--- config.mk ---
export PLATFORM = sky130hd
export DESIGN_NAME = uart_cmd_sequencer
export DESIGN_NICKNAME = d
export VERILOG_FILES = /design/src/rtl/uart_cmd_pkg.sv /design/src/rtl/uart_cmd_sequencer_ibyte_timer.sv /design/src/rtl/uart_cmd_sequencer.sv
export SDC_FILE = /design/constraint.sdc
export NUM_CORES = 1
export LEC_CHECK = 0
export CORE_MARGIN = 1.5
export CORE_UTILIZATION = 41
export CTS_CLUSTER_SIZE = 16
export DETAILED_ROUTE_END_ITERATION = 16
export PLACE_DENSITY = 0.68
export SYNTH_ARGS = -nofsm -noshare
export SYNTH_HDL_FRONTEND = slang
export SYNTH_SLANG_ARGS = --single-unit
--- constraint.sdc ---
create_clock -name clk -period 3 [get_ports clk]
set_clock_uncertainty 0.15 [all_clocks]
set_input_delay 0.6 -clock clk [delete_from_list [all_inputs] [get_ports clk]]
set_output_delay 0.6 -clock clk [all_outputs]
set_load 0.02 [all_outputs]
--- src/rtl/uart_cmd_pkg.sv ---
// uart_cmd_pkg
//   Shared types and helpers for the UART command-frame sequencer.
//   - state_t      : frame-assembly FSM states
//   - HDR_DEFAULT  : default frame header byte
//   - ERR_CNT_MAX  : saturation value of the framing-error counter
//   - chk8()       : frame checksum, ~(hi + lo) mod 256
package uart_cmd_pkg;

  typedef enum logic [1:0] {
    HUNT = 2'd0,
    HI   = 2'd1,
    LO   = 2'd2,
    CHK  = 2'd3
  } state_t;

  localparam logic [7:0] HDR_DEFAULT = 8'hA5;
  localparam logic [7:0] ERR_CNT_MAX = 8'hFF;

  function automatic logic [7:0] chk8(input logic [7:0] hi, input logic [7:0] lo);
    logic [7:0] sum;
    sum = hi + lo;  // 8-bit wrap is intended
    return ~sum;
  endfunction

endpackage

--- src/rtl/uart_cmd_sequencer_ibyte_timer.sv ---
// ibyte_timer
//   Inter-byte timeout counter. Counts while en=1, restarts on clr or when
//   disabled, and raises expired for exactly one cycle once the count reaches
//   TIMEOUT_CYC without a clr in that same cycle.
// Ports:
//   clk, rst  : clock, synchronous active-high reset
//   clr       : restart the count (a byte was accepted)
//   en        : count enable (a frame is in progress)
//   expired   : one-cycle timeout pulse
module ibyte_timer #(
  parameter int unsigned TIMEOUT_CYC = 2_500_000,
  parameter int unsigned TW          = $clog2(TIMEOUT_CYC + 1)
) (
  input  logic clk,
  input  logic rst,
  input  logic clr,
  input  logic en,
  output logic expired
);

  logic [TW-1:0] cnt_q, cnt_d;

  // NOTE: every signal written here is given a value on every path (defaults
  // first), so no latches are inferred.
  always_comb begin
    expired = en && !clr && (cnt_q == TW'(TIMEOUT_CYC));
    cnt_d   = cnt_q + TW'(1);
    // Restarting on expiry keeps expired a single-cycle pulse even if en lingers.
    if (clr || !en || expired) cnt_d = '0;
  end

  // NOTE: sequential state uses non-blocking assignments only; reset is
  // sampled on the clock edge.
  always_ff @(posedge clk) begin
    if (rst) cnt_q <= '0;
    else     cnt_q <= cnt_d;
  end

endmodule

--- src/rtl/uart_cmd_sequencer.sv ---
// uart_cmd_sequencer
//   Sequences a uart_rcv: accepts each byte once on the rising edge of rx_rdy,
//   acknowledges it, and assembles HDR/hi/lo/checksum frames into a 16-bit
//   command. Checksum failures and inter-byte timeouts pulse frm_err and are
//   counted in a saturating err_cnt.
// Ports:
//   clk, rst      : clock, synchronous active-high reset
//   rx_rdy        : byte ready from uart_rcv
//   rx_data[7:0]  : received byte, valid while rx_rdy=1
//   clr_rx_rdy    : registered one-cycle acknowledge to uart_rcv
//   cmd[15:0]     : last valid command {hi,lo}
//   cmd_rdy       : valid command pending
//   clr_cmd_rdy   : consumer acknowledge, clears cmd_rdy
//   frm_err       : one-cycle pulse on checksum failure or timeout
//   overrun       : sticky, a command landed while cmd_rdy was still set
//   err_cnt[7:0]  : saturating framing-error count
module uart_cmd_sequencer
  import uart_cmd_pkg::*;
#(
  parameter logic [7:0]  HDR         = HDR_DEFAULT,
  parameter int unsigned TIMEOUT_CYC = 2_500_000,
  parameter int unsigned TW          = $clog2(TIMEOUT_CYC + 1)
) (
  input  logic        clk,
  input  logic        rst,
  input  logic        rx_rdy,
  input  logic [7:0]  rx_data,
  output logic        clr_rx_rdy,
  output logic [15:0] cmd,
  output logic        cmd_rdy,
  input  logic        clr_cmd_rdy,
  output logic        frm_err,
  output logic        overrun,
  output logic [7:0]  err_cnt
);

  state_t      state_q, state_d;
  logic        rx_rdy_q;
  logic        clr_rx_rdy_q;
  logic [7:0]  hi_q, hi_d;
  logic [7:0]  lo_q, lo_d;
  logic [15:0] cmd_q, cmd_d;
  logic        cmd_rdy_q, cmd_rdy_d;
  logic        frm_err_q, frm_err_d;
  logic        overrun_q, overrun_d;
  logic [7:0]  err_cnt_q, err_cnt_d;

  logic acc;        // byte accepted this cycle
  logic valid;      // checksum byte matched this cycle
  logic expired;

  assign acc = rx_rdy && !rx_rdy_q;

  ibyte_timer #(
    .TIMEOUT_CYC (TIMEOUT_CYC),
    .TW          (TW)
  ) u_timer (
    .clk     (clk),
    .rst     (rst),
    .clr     (acc),
    .en      (state_q != HUNT),
    .expired (expired)
  );

  always_comb begin
    state_d   = state_q;
    hi_d      = hi_q;
    lo_d      = lo_q;
    cmd_d     = cmd_q;
    frm_err_d = 1'b0;
    valid     = 1'b0;

    // expired is already masked by acc, so an arriving byte always wins.
    unique case (state_q)
      HUNT: if (acc && rx_data == HDR) state_d = HI;
      HI: begin
        if (acc) begin
          hi_d    = rx_data;
          state_d = LO;
        end else if (expired) begin
          frm_err_d = 1'b1;
          state_d   = HUNT;
        end
      end
      LO: begin
        if (acc) begin
          lo_d    = rx_data;
          state_d = CHK;
        end else if (expired) begin
          frm_err_d = 1'b1;
          state_d   = HUNT;
        end
      end
      CHK: begin
        if (acc) begin
          state_d = HUNT;
          if (rx_data == chk8(hi_q, lo_q)) begin
            valid = 1'b1;
            cmd_d = {hi_q, lo_q};
          end else begin
            frm_err_d = 1'b1;
          end
        end else if (expired) begin
          frm_err_d = 1'b1;
          state_d   = HUNT;
        end
      end
      default: state_d = HUNT;
    endcase

    // Set beats clear when a frame lands in the same cycle as the ack.
    cmd_rdy_d = valid ? 1'b1 : (clr_cmd_rdy ? 1'b0 : cmd_rdy_q);

    // An ack racing a landing frame refers to the older command, so it does
    // not clear an overrun flag already standing.
    if (valid && cmd_rdy_q && !clr_cmd_rdy) overrun_d = 1'b1;
    else if (clr_cmd_rdy && !valid)         overrun_d = 1'b0;
    else                                    overrun_d = overrun_q;

    err_cnt_d = err_cnt_q;
    if (frm_err_d && err_cnt_q != ERR_CNT_MAX) err_cnt_d = err_cnt_q + 8'd1;
  end

  always_ff @(posedge clk) begin
    if (rst) begin
      state_q      <= HUNT;
      rx_rdy_q     <= 1'b0;
      clr_rx_rdy_q <= 1'b0;
      hi_q         <= '0;
      lo_q         <= '0;
      cmd_q        <= '0;
      cmd_rdy_q    <= 1'b0;
      frm_err_q    <= 1'b0;
      overrun_q    <= 1'b0;
      err_cnt_q    <= '0;
    end else begin
      state_q      <= state_d;
      rx_rdy_q     <= rx_rdy;
      clr_rx_rdy_q <= acc;
      hi_q         <= hi_d;
      lo_q         <= lo_d;
      cmd_q        <= cmd_d;
      cmd_rdy_q    <= cmd_rdy_d;
      frm_err_q    <= frm_err_d;
      overrun_q    <= overrun_d;
      err_cnt_q    <= err_cnt_d;
    end
  end

  assign clr_rx_rdy = clr_rx_rdy_q;
  assign cmd        = cmd_q;
  assign cmd_rdy    = cmd_rdy_q;
  assign frm_err    = frm_err_q;
  assign overrun    = overrun_q;
  assign err_cnt    = err_cnt_q;

endmodule

==> key figures, run 1 <==
Outcome
  • Status: finished, final reports clean

Drt
  • Final ANT Viol Nets: 0
  • WL per Instance: 14.1 um
  • Vias per cell: 5.36
  • Detailed Routing Iterations Pass 1: 4
  • WL final: 7860 um
  • Drt drc: 0
  • Initial DRC count: 174
  • Via count: 2988

Min path
  • WHS Endpoint: clr_rx_rdy$_SDFF_PP0_
  • Hold path start: rx_rdy_q$_SDFF_PP0_
  • Cells on Worst Hold Path: 1
  • Min-Delay Path Class: register to register

CTS
  • Total CTS buffers: 9
  • H-tree levels: 3
  • Post-CTS Hold Buffers: 0
  • CTS tree: done
  • Clock-pin slew on the worst setup and hold paths: 0.07 ns
  • Root Buffer: clkbuf_8
  • CTS sink count: 69
  • Maximum root-to-sink buffer count: 2
  • Worst skew pair latency: 0.35 ns

Die
  • Initial Utilization: 0.418
  • Die area: 8860 um2
  • Core Region: 8130 um2
  • Die height: 94.1 um
  • Cell Rows: 33
  • Num ports: 40
  • Die width: 94.1 um

Critical path
  • Critical path type: register to register
  • CP max FO: 8
  • Arrival time worst endpoint: 3.02 ns
  • Crit start category: register
  • R2r endpoint: cmd[7]$_SDFFE_PP0N_
  • CP required: 3.07 ns
  • Reg-to-reg startpoint: lo_q[0]$_SDFFE_PP0P_
  • R2R Setup Slk: 0.05 ns
  • Path depth of the worst reg2reg path: 11
  • CP Capture Type: register

Logic synthesis
  • Average size of a mapped cell: 8.70 um2
  • Post-Syn Area: 3400 um2
  • Mapped Cells: 391
  • Post-synth EDFFs: 0
  • Ys async rst share: 0
  • Ys flop type: dfxtp_1
  • Post-synthesis net count: 418
  • Sequential share of the synthesized area: 0.406
  • YS warnings: 0
  • Distinct cells, synth: 52
  • Synthesized flop and latch total: 69

Cells and area
  • Final nets: 475
  • Area Growth Syn to Fin: 27.4%
  • Antenna Cells: 0
  • Layout cells sized above 1: 0.133
  • Layout Cells excl Fill: 557

STA
  • Fmax: 339 MHz
  • Fin crit share: 0.984
  • RSZ-0062 raised after global routing: yes
  • Final setup margin: 0.0480 ns
  • Final Hold Fails: 0
  • Setup violators final: 0
  • Worst-Margin Slew: 0.700 ns
  • Final Max Tran Viols: 0
  • Relative slew slack: 0.533
  • Final min period: 2.95 ns

Global routing
  • Largest net degree at the start of global routing: 47
  • Remaining global-route overflow: 0
  • Initial antenna violation count: 0
  • Global-route wire length before repair: 12700 um
  • Number of global-route vias before repair: 2686
  • Total GRT Usage: 0.183

Placed design
  • Pre-CTS setup slack: -0.158 ns
  • DP HPWL: 5410 um
  • Port-buffer cells: 39
  • DP Cell Count: 539
  • RePlAce Congestion: 0.927

Pwr
  • Lkg Pwr: 0.00147 uW
  • Total power: 1820 uW
  • Power Density: 421 nW/um2
  • Peak supply drop: 0.210 mV

Flow run
  • Max_cap viols: 0
## flip-flops by register name, summed over array words and instances, names as in the netlist
signal         flops
err_cnt            8
cmd_rdy            1
u_timer.cnt_q     22
hi_q               8
overrun            1
frm_err            1
clr_rx_rdy         1
lo_q               8
rx_rdy_q           1
cmd               16
state_q            2
## logic make-up after synthesis
group | Yosys count | share of synthesized area
AOI/OAI and AO/OA | 66 | 0.126
DFF | 69 | 0.406
buffers and inverters | 32 | 0.0449
adders and majority gates | 15 | 0.0574
and+or+nand+nor | 162 | 0.236
xor gates and xnor gates | 28 | 0.0743
muxes | 19 | 0.0562
## what timing repair did
action / in CTS / in global routing
buffers inserted: 0 / 2
endpoints found under the setup margin: 0 / 26
resized for setup: 0 / 20
## power by group
| part | total [uW] | switching, uW | internal, uW |
|---|---|---|---|
| sequential | 929 | 6.27 | 923 |
| clock | 762 | 335 | 427 |
| combinational | 134 | 77.3 | 56.4 |
| total | 1820 | 419 | 1410 |
## cell usage after synthesis, types with 2 or more instances
cell        n  share of area
nand4_1     3         0.0055
nor2b_1     5         0.0092
and3_1      5         0.0092
nand3_1    32          0.047
nor3_1      5         0.0074
clkbuf_1   13          0.014
nor2_1     51          0.056
nand2_1    29          0.032
xor2_1     13          0.033
buf_12      2          0.012
a31oi_1     2         0.0037
o31ai_1     2         0.0044
ha_1       14          0.051
o21ai_0    10          0.015
nand4b_1    4          0.010
a21oi_1    27          0.040
a211oi_1    3         0.0066
a2111oi_2   2         0.0088
or4_1       3         0.0066
dfxtp_1    69           0.41
inv_1      17          0.019
or4b_2      2         0.0059
mux2i_1    18          0.053
or3_1       8          0.015
o211ai_1    3         0.0066
and2_1      2         0.0037
nor4_1      5         0.0092
nand2b_1    2         0.0037
o21a_1      4         0.0088
xnor2_1    14          0.036
## through the flow
stage / instance area, um2 / utilization / TNS, ns / hold slack, ns
finish: 4340 / 0.533 / 0 / 0.279
global route: 4340 / 0.533 / -1.10 / 0.328
floorplan: 3400 / - / 0 / 0.248
global placement: 4000 / 0.492 / -1.21 / 0.267
CTS: 4200 / 0.516 / 0 / 0.281
detailed placement: 4000 / 0.492 / -2.83 / 0.271
## routing by layer
layer	vias up	wire length [um]	track usage
met2	77	3640	0.283
met1	1412	3710	0.244
li1	1484	-	-
met5	-	0	0
met3	15	363	0.0502
met4	0	146	0.0659
## cell usage in the layout, fill, tap and decap left out, drive strengths merged, types with 2 or more instances in the layout
cell type	Yosys	layout
mux2i	18	18
and2	2	2
ha	14	14
nand4b	4	4
nand2b	2	2
or4	3	3
or4b	2	2
a211oi	3	3
o21a	4	4
a31oi	2	2
nor4	5	5
and3	6	6
dfxtp	69	69
a21oi	28	28
or3	8	8
nor2b	5	5
o211ai	3	3
inv	17	17
a2111oi	2	2
nor2	51	51
o21ai	12	12
nand4	3	3
xor2	14	14
nand3	33	33
clkdlybuf4s50	0	39
clkbuf	13	15
xnor2	14	14
buf	2	21
o31ai	2	2
nor3	5	5
nand2	29	29
## worst max-delay path: stages, from the launching register on
cell	delay (ns)
dfxtp_2	0.34
ha_4	0.16
buf_4	0.13
a211o_1	0.33
o21a_1	0.15
o311a_1	0.35
a2111oi_4	0.33
and3_4	0.25
and3_4	0.24
buf_12	0.15
mux2i_1	0.19
nor2_1	0.05
## worst max-delay path by stage
| stage | start | end | slack (ns) |
|---|---|---|---|
| 6_report | lo_q[0]$_SDFFE_PP0P_ | cmd[7]$_SDFFE_PP0N_ | 0.05 |
| 5_1_grt | lo_q[0]$_SDFFE_PP0P_ | cmd[15]$_SDFFE_PP0N_ | -0.1 |
| 4_1_cts | lo_q[0]$_SDFFE_PP0P_ | err_cnt[1]$_SDFFE_PP0P_ | 0.002 |
| 3_5_place_dp | rx_data[5] | cmd[14]$_SDFFE_PP0N_ | -0.16 |
| 3_3_place_gp | rx_data[5] | err_cnt[5]$_SDFFE_PP0P_ | -0.09 |
| 2_1_floorplan | hi_q[0]$_SDFFE_PP0P_ | cmd[9]$_SDFFE_PP0N_ | 0.15 |
## cell type report
type                    instances  area [um2]
clock buffers                  14         163
clock inverters                 1        30.0
fillers                       728        3800
inverters                      17        63.8
multi-input cells             290        1960
flip-flops and latches         69        1390
well taps                     105         131
repair buffers                 61         598
(Power assumes the default switching activity.)
==> run 2: changes to the inputs <==
--- a/config.mk
+++ b/config.mk
@@ -5,6 +5,8 @@
 export SDC_FILE = /design/constraint.sdc
 export NUM_CORES = 1
 export LEC_CHECK = 0
+export ABC_AREA = 1
+export CORE_ASPECT_RATIO = 1.75
 export CORE_MARGIN = 1.5
 export CORE_UTILIZATION = 41
 export CTS_CLUSTER_SIZE = 16
==> run 2 against run 1 <==
  * Utilization shrank 0.98 points
  * Register-to-register slack gained 0.32 ns
  * Synthesized cell count grew 14%
  * Critical path depth grew 5
  * Highest routed layer unchanged
==> key figures, run 2 <==
Drt
  • Via count: 3029
  • WL final: 7850 um
  • Initial DRC count: 136
  • Final ANT Viol Nets: 0
  • Met3 WL: 329 um
  • Highest routed layer: met4
  • Detailed Routing Iterations Pass 1: 4
  • WL met2: 4200 um
  • M1 WL: 3060 um
  • Drt drc: 0
  • Vias per cell: 5.20
  • WL per Instance: 13.5 um

Logic synthesis
  • Synth top area share: 0.405
  • Post-synthesis net count: 472
  • Ys flop type: dfxtp_1
  • Distinct cells, synth: 41
  • Average size of a mapped cell: 7.67 um2
  • YS warnings: 0
  • Most frequent cell after synthesis: dfxtp_1
  • Largest family of logic cells by synthesized area: simple AND/OR/NAND/NOR gates
  • Synth Area in Compound Gates: 0.158
  • Post-synth top cells: 69 x dfxtp_1, 66 x nand2_1, 55 x a21oi_1
  • Simple-gate share of the synthesized area: 0.261
  • Area leader, netlist: dfxtp_1
  • Post-Syn Area: 3410 um2
  • Ys async rst share: 0
  • Synth area leaders: dfxtp_1 40%, a21oi_1 8.1%, nand2_1 7.3%
  • Sequential share of the synthesized area: 0.405
  • Mux contribution to synthesized area: 0
  • Xor/xnor share of the synthesized area: 0.0411
  • Synth Area in Adders: 0.0572
  • Mapped Cells: 445
  • Synthesized flop and latch total: 69
  • Post-synth EDFFs: 0

Placed design
  • DP HPWL: 5840 um
  • Pre-CTS setup slack: 0.211 ns
  • RePlAce Congestion: 0.811
  • DP Cell Count: 567
  • Port-buffer cells: 39

Cells and area
  • Area Growth Syn to Fin: 22.9%
  • Area of the multi-input gates: 1770 um2
  • Layout Cells excl Fill: 583
  • Commonest non-fill, non-tap cells in the layout: 69 x dfxtp_1, 66 x nand2_1, 55 x a21oi_1, 53 x inv_1, 43 x nor2_1
  • Antenna Cells: 0
  • Largest reg by FF count: u_timer.cnt_q
  • Final Util: 0.523
  • Final nets: 515
  • Most common cell after layout, fill and taps aside: dfxtp_1
  • Layout cells sized above 1: 0.0892
  • FF+latch area: 1380 um2
  • # fillers: 757
  • Largest register FFs: 22

CTS
  • Clock-pin slew on the worst setup and hold paths: 0.06 ns
  • Worst skew pair latency: 0.34 ns
  • Post-CTS sizing: 0
  • CTS tree: done
  • CTS sink count: 69
  • Total CTS buffers: 9
  • Setup Buffers After CTS: 0
  • Post-CTS Hold Buffers: 0
  • H-tree levels: 3
  • Maximum root-to-sink buffer count: 2
  • Root Buffer: clkbuf_16

Die
  • Initial Utilization: 0.426
  • Die area: 8900 um2
  • Core Region: 8020 um2
  • Num ports: 40
  • Cell Rows: 43
  • Die width: 72.0 um
  • Die height: 124 um

Critical path
  • CP Capture Type: register
  • Arrival time worst endpoint: 2.75 ns
  • Reg-to-reg startpoint: hi_q[0]$_SDFFE_PP0P_
  • CP max FO: 32
  • Path depth of the worst reg2reg path: 16
  • R2R Setup Slk: 0.37 ns
  • R2r endpoint: cmd[2]$_SDFFE_PP0N_
  • CP required: 3.12 ns
  • Crit start category: register
  • Critical path type: register to register

Global routing
  • Initial antenna violation count: 0
  • Global-route wire length before repair: 12900 um
  • Total GRT Usage: 0.190
  • Remaining global-route overflow: 0
  • Number of global-route vias before repair: 2862
  • Largest net degree at the start of global routing: 35

STA
  • Relative slew slack: 0.624
  • Final Max Tran Viols: 0
  • Final Hold Fails: 0
  • Fmax: 380 MHz
  • Setup violators final: 0
  • Setup TNS: 0 ns
  • RSZ-0062 raised after global routing: no
  • Worst-Margin Slew: 0.562 ns
  • Final setup margin: 0.368 ns
  • Fin crit share: 0.877
  • Final min period: 2.63 ns

Pwr
  • Sw Share: 0.239
  • Peak supply drop: 0.323 mV
  • Reg power frac: 0.435
  • Clock power frac: 0.505
  • Internal power: 1630 uW
  • P_sw: 514 uW
  • Total power: 2150 uW
  • Lkg Pwr: 0.00164 uW
  • Comb pwr share: 0.060
  • Power Density: 512 nW/um2

Outcome
  • Status: finished, final reports clean

Min path
  • Min-Delay Path Class: register to register
  • Hold path start: lo_q[2]$_SDFFE_PP0P_
  • WHS Endpoint: lo_q[2]$_SDFFE_PP0P_
  • Cells on Worst Hold Path: 2

Flow run
  • Max_cap viols: 0
[run 2: layout make-up]
cell class / instances / area share
inverter: 55 / 0.0492
sequential: 69 / 0.329
timing repair buffer: 43 / 0.100
tap: 90 / 0.0268
clock inverter: 7 / 0.0194
multi-input combinational: 310 / 0.421
clock buffer: 9 / 0.0537
[run 2: power by group through the flow]
stage | logic, uW | registers, uW | clock network (uW)
after floorplan | 80.7 | 952 | 0
after global placement | 125 | 953 | 0
after detailed placement | 127 | 953 | 0
after CTS | 128 | 933 | 1110
after global routing | 144 | 933 | 1160
final | 129 | 933 | 1080
[run 2: per-layer routing]
layer  global-route usage  vias to the layer above
li1                     -                     1559
met2                0.350                       64
met4               0.0991                        0
met3               0.0526                       16
met1                0.190                     1390
met5                    0                        -
[run 2: worst max-delay path by stage]
stage | from | endpoint | slack [ns] | depth (start not counted)
detailed placement | rx_data[5] | cmd[3]$_SDFFE_PP0N_ | 0.21 | 9
global route | hi_q[0]$_SDFFE_PP0P_ | cmd[10]$_SDFFE_PP0N_ | 0.09 | 16
finish | hi_q[0]$_SDFFE_PP0P_ | cmd[2]$_SDFFE_PP0N_ | 0.37 | 16
CTS | hi_q[0]$_SDFFE_PP0P_ | cmd[12]$_SDFFE_PP0N_ | 0.37 | 16
global placement | rx_data[5] | cmd[0]$_SDFFE_PP0N_ | 0.30 | 9
floorplan | hi_q[0]$_SDFFE_PP0P_ | cmd[9]$_SDFFE_PP0N_ | 0.82 | 11
[run 2: critical path, stage by stage (launching register included)]
cell	delay (ns)
dfxtp_1	0.34
ha_1	0.17
inv_1	0.06
fa_1	0.39
inv_1	0.08
nand2_1	0.05
nand2_1	0.11
nand3_1	0.11
nand2_1	0.07
nand2_1	0.04
nand2_1	0.07
nand2_1	0.05
inv_1	0.06
nand4_1	0.15
inv_2	0.38
o21ai_0	0.13
a21oi_1	0.13
[run 2: kinds of logic after synthesis]
logic type,after synthesis
compound gates,102
xor+xnor,16
fa+ha+maj,15
buf+inv,66
flops,69
simple gates,177
[run 2: per-stage QoR]
stage                     hold slack (ns)  area, um2
after global routing                0.357       4190
final                               0.327       4190
after floorplan                     0.291       3410
after detailed placement            0.319       3890
after CTS                           0.327       4190
after global placement              0.311       3890
==> run 3: changes to the inputs <==
--- a/config.mk
+++ b/config.mk
@@ -6,7 +6,6 @@
 export NUM_CORES = 1
 export LEC_CHECK = 0
 export ABC_AREA = 1
-export CORE_ASPECT_RATIO = 1.75
 export CORE_MARGIN = 1.5
 export CORE_UTILIZATION = 41
 export CTS_CLUSTER_SIZE = 16
==> run 3 against run 2 <==
  * Sequential power about the same
  * Register-to-register slack worse by 0.05 ns
  * Setup slack got worse by 0.048 ns
  * Die area is 0.24% lower
  * Final cell count rose by 2.7%
  * Non-clock buffer count up 1
  * Clock power decreased by 24%
  * Maximum frequency down 1.8%
  * Combinational power about the same
  * Final area fell by 1.6%
  * Global-route usage is 1.4 points lower
==> key figures, run 3 (synthesized netlist as in run 2, its figures left out) <==
Drt
  • Initial DRC count: 89
  • Via count: 2972
  • Vias per cell: 4.96
  • Final ANT Viol Nets: 0
  • WL per Instance: 11.9 um
  • Detailed Routing Iterations Pass 1: 5
  • Drt drc: 0
  • WL final: 7130 um

Global routing
  • Global-route wire length before repair: 12400 um
  • Largest net degree at the start of global routing: 35
  • Total GRT Usage: 0.176
  • Remaining global-route overflow: 0
  • Initial antenna violation count: 0
  • Number of global-route vias before repair: 2861

CTS
  • CTS tree: done
  • Worst skew pair latency: 0.35 ns
  • Post-CTS sizing: 0
  • Post-CTS Hold Buffers: 0
  • Clock-pin slew on the worst setup and hold paths: 0.06 ns
  • H-tree levels: 3
  • Setup Buffers After CTS: 0
  • Root Buffer: clkbuf_8
  • CTS sink count: 69
  • Maximum root-to-sink buffer count: 2
  • Total CTS buffers: 9

Pwr
  • Internal power: 1440 uW
  • Power Density: 456 nW/um2
  • Lkg Pwr: 0.00160 uW
  • Reg power frac: 0.495
  • Comb pwr share: 0.068
  • Clock power frac: 0.437
  • Sw Share: 0.235
  • Peak supply drop: 0.261 mV
  • P_sw: 442 uW

Critical path
  • Critical path type: register to register
  • CP max FO: 32
  • Worst path slowest cell: fa_1
  • Most frequent CP cell: nand2_1
  • CP Capture Type: register
  • Arrival time worst endpoint: 2.79 ns
  • CP required: 3.11 ns
  • Crit start category: register
  • Critical path cell sequence: ha_1 -> inv_1 -> fa_1 -> inv_1 -> nand2_1 -> nand2_1 -> nand3_1 -> nand2_1 -> nand2_1 -> nand2_1 -> nand2_1 -> inv_1 -> nand4_1 -> inv_2 -> o21ai_0 -> a21oi_1
  • Crit path largest cell delay: 0.41 ns

STA
  • Fin crit share: 0.893
  • Setup TNS: 0 ns
  • Worst-Margin Slew: 0.516 ns
  • RSZ-0062 raised after global routing: no
  • Final min period: 2.68 ns
  • Final Max Tran Viols: 0
  • Setup violators final: 0
  • Final Hold Fails: 0
  • Relative slew slack: 0.655
  • Fmax: 373 MHz

Placed design
  • RePlAce Congestion: 0.836
  • DP HPWL: 5250 um
  • Port-buffer cells: 39

Die
  • Cell Rows: 33
  • Num ports: 40
  • Core Region: 8130 um2
  • Die area: 8880 um2
  • Die width: 94.2 um
  • Initial Utilization: 0.419
  • Die height: 94.2 um

Flow run
  • Max_cap viols: 0

Outcome
  • Status: finished, final reports clean

Cells and area
  • Largest register FFs: 22
  • Area Growth Syn to Fin: 21.0%
  • Final nets: 516
  • Commonest non-fill, non-tap cells in the layout: 69 x dfxtp_1, 66 x nand2_1, 55 x a21oi_1, 53 x inv_1, 43 x nor2_1
  • Largest reg by FF count: u_timer.cnt_q
  • # fillers: 751
  • FF+latch area: 1380 um2
  • Layout cells sized above 1: 0.0911
  • Most common cell after layout, fill and taps aside: dfxtp_1
  • Final Util: 0.507
  • Area of the multi-input gates: 1770 um2
  • Antenna Cells: 0

Min path
  • Min-Delay Path Class: register to register
## run 3: cell type report
class,instances,share of cell area
Multi-Input combinational cell,310,0.428
Sequential cell,69,0.335
Timing Repair Buffer,44,0.104
Inverter,55,0.0500
Tap cell,105,0.0318
Clock buffer,9,0.0300
Clock inverter,7,0.0218
## run 3: path summary, 6_finish.rpt
kind	cells past startpoint	slack, ns	to	startpoint
hold / removal	1	0.33	u_timer.cnt_q[0]$_SDFF_PP0_	u_timer.cnt_q[0]$_SDFF_PP0_
setup reg to reg	16	0.32	cmd[1]$_SDFFE_PP0N_	hi_q[0]$_SDFFE_PP0P_
setup / recovery	16	0.32	cmd[1]$_SDFFE_PP0N_	hi_q[0]$_SDFFE_PP0P_
hold reg to reg	1	0.33	u_timer.cnt_q[0]$_SDFF_PP0_	u_timer.cnt_q[0]$_SDFF_PP0_
## run 3: routing by layer
metal,wire [um],up-vias,global-route usage,share of wire
met5,0,-,0,0
met4,76,0,0.0622,0.011
met3,244,6,0.0518,0.034
met2,3530,40,0.306,0.50
met1,3280,1365,0.202,0.46
li1,-,1561,-,-
## run 3: worst max-delay path: cells and delay by family (launching register included)
family                     cells  cell delay (ns)
adders and majority gates      2             0.58
DFF                            1             0.33
AOI/OAI and AO/OA              2             0.33
buffers and inverters          4             0.59
and+or+nand+nor                8             0.62
## run 3: metrics by stage
stage	setup slack, ns	hold slack [ns]	instance area, um2	total power (uW)	instances
after floorplan	0.818	0.291	3410	1030	445
after global placement	0.364	0.305	3910	1080	583
after detailed placement	0.230	0.322	3910	1080	583
after CTS	0.312	0.332	4130	1900	599
after global routing	0.0116	0.350	4130	1960	599
final	0.320	0.328	4130	1880	599
## run 3: power by group through the flow
stage                     registers (uW)  clock network (uW)  logic, uW
after floorplan                      952                   0       80.7
after global placement               953                   0        124
after detailed placement             953                   0        127
after CTS                            931                 844        127
after global routing                 933                 882        144
final                                932                 823        127
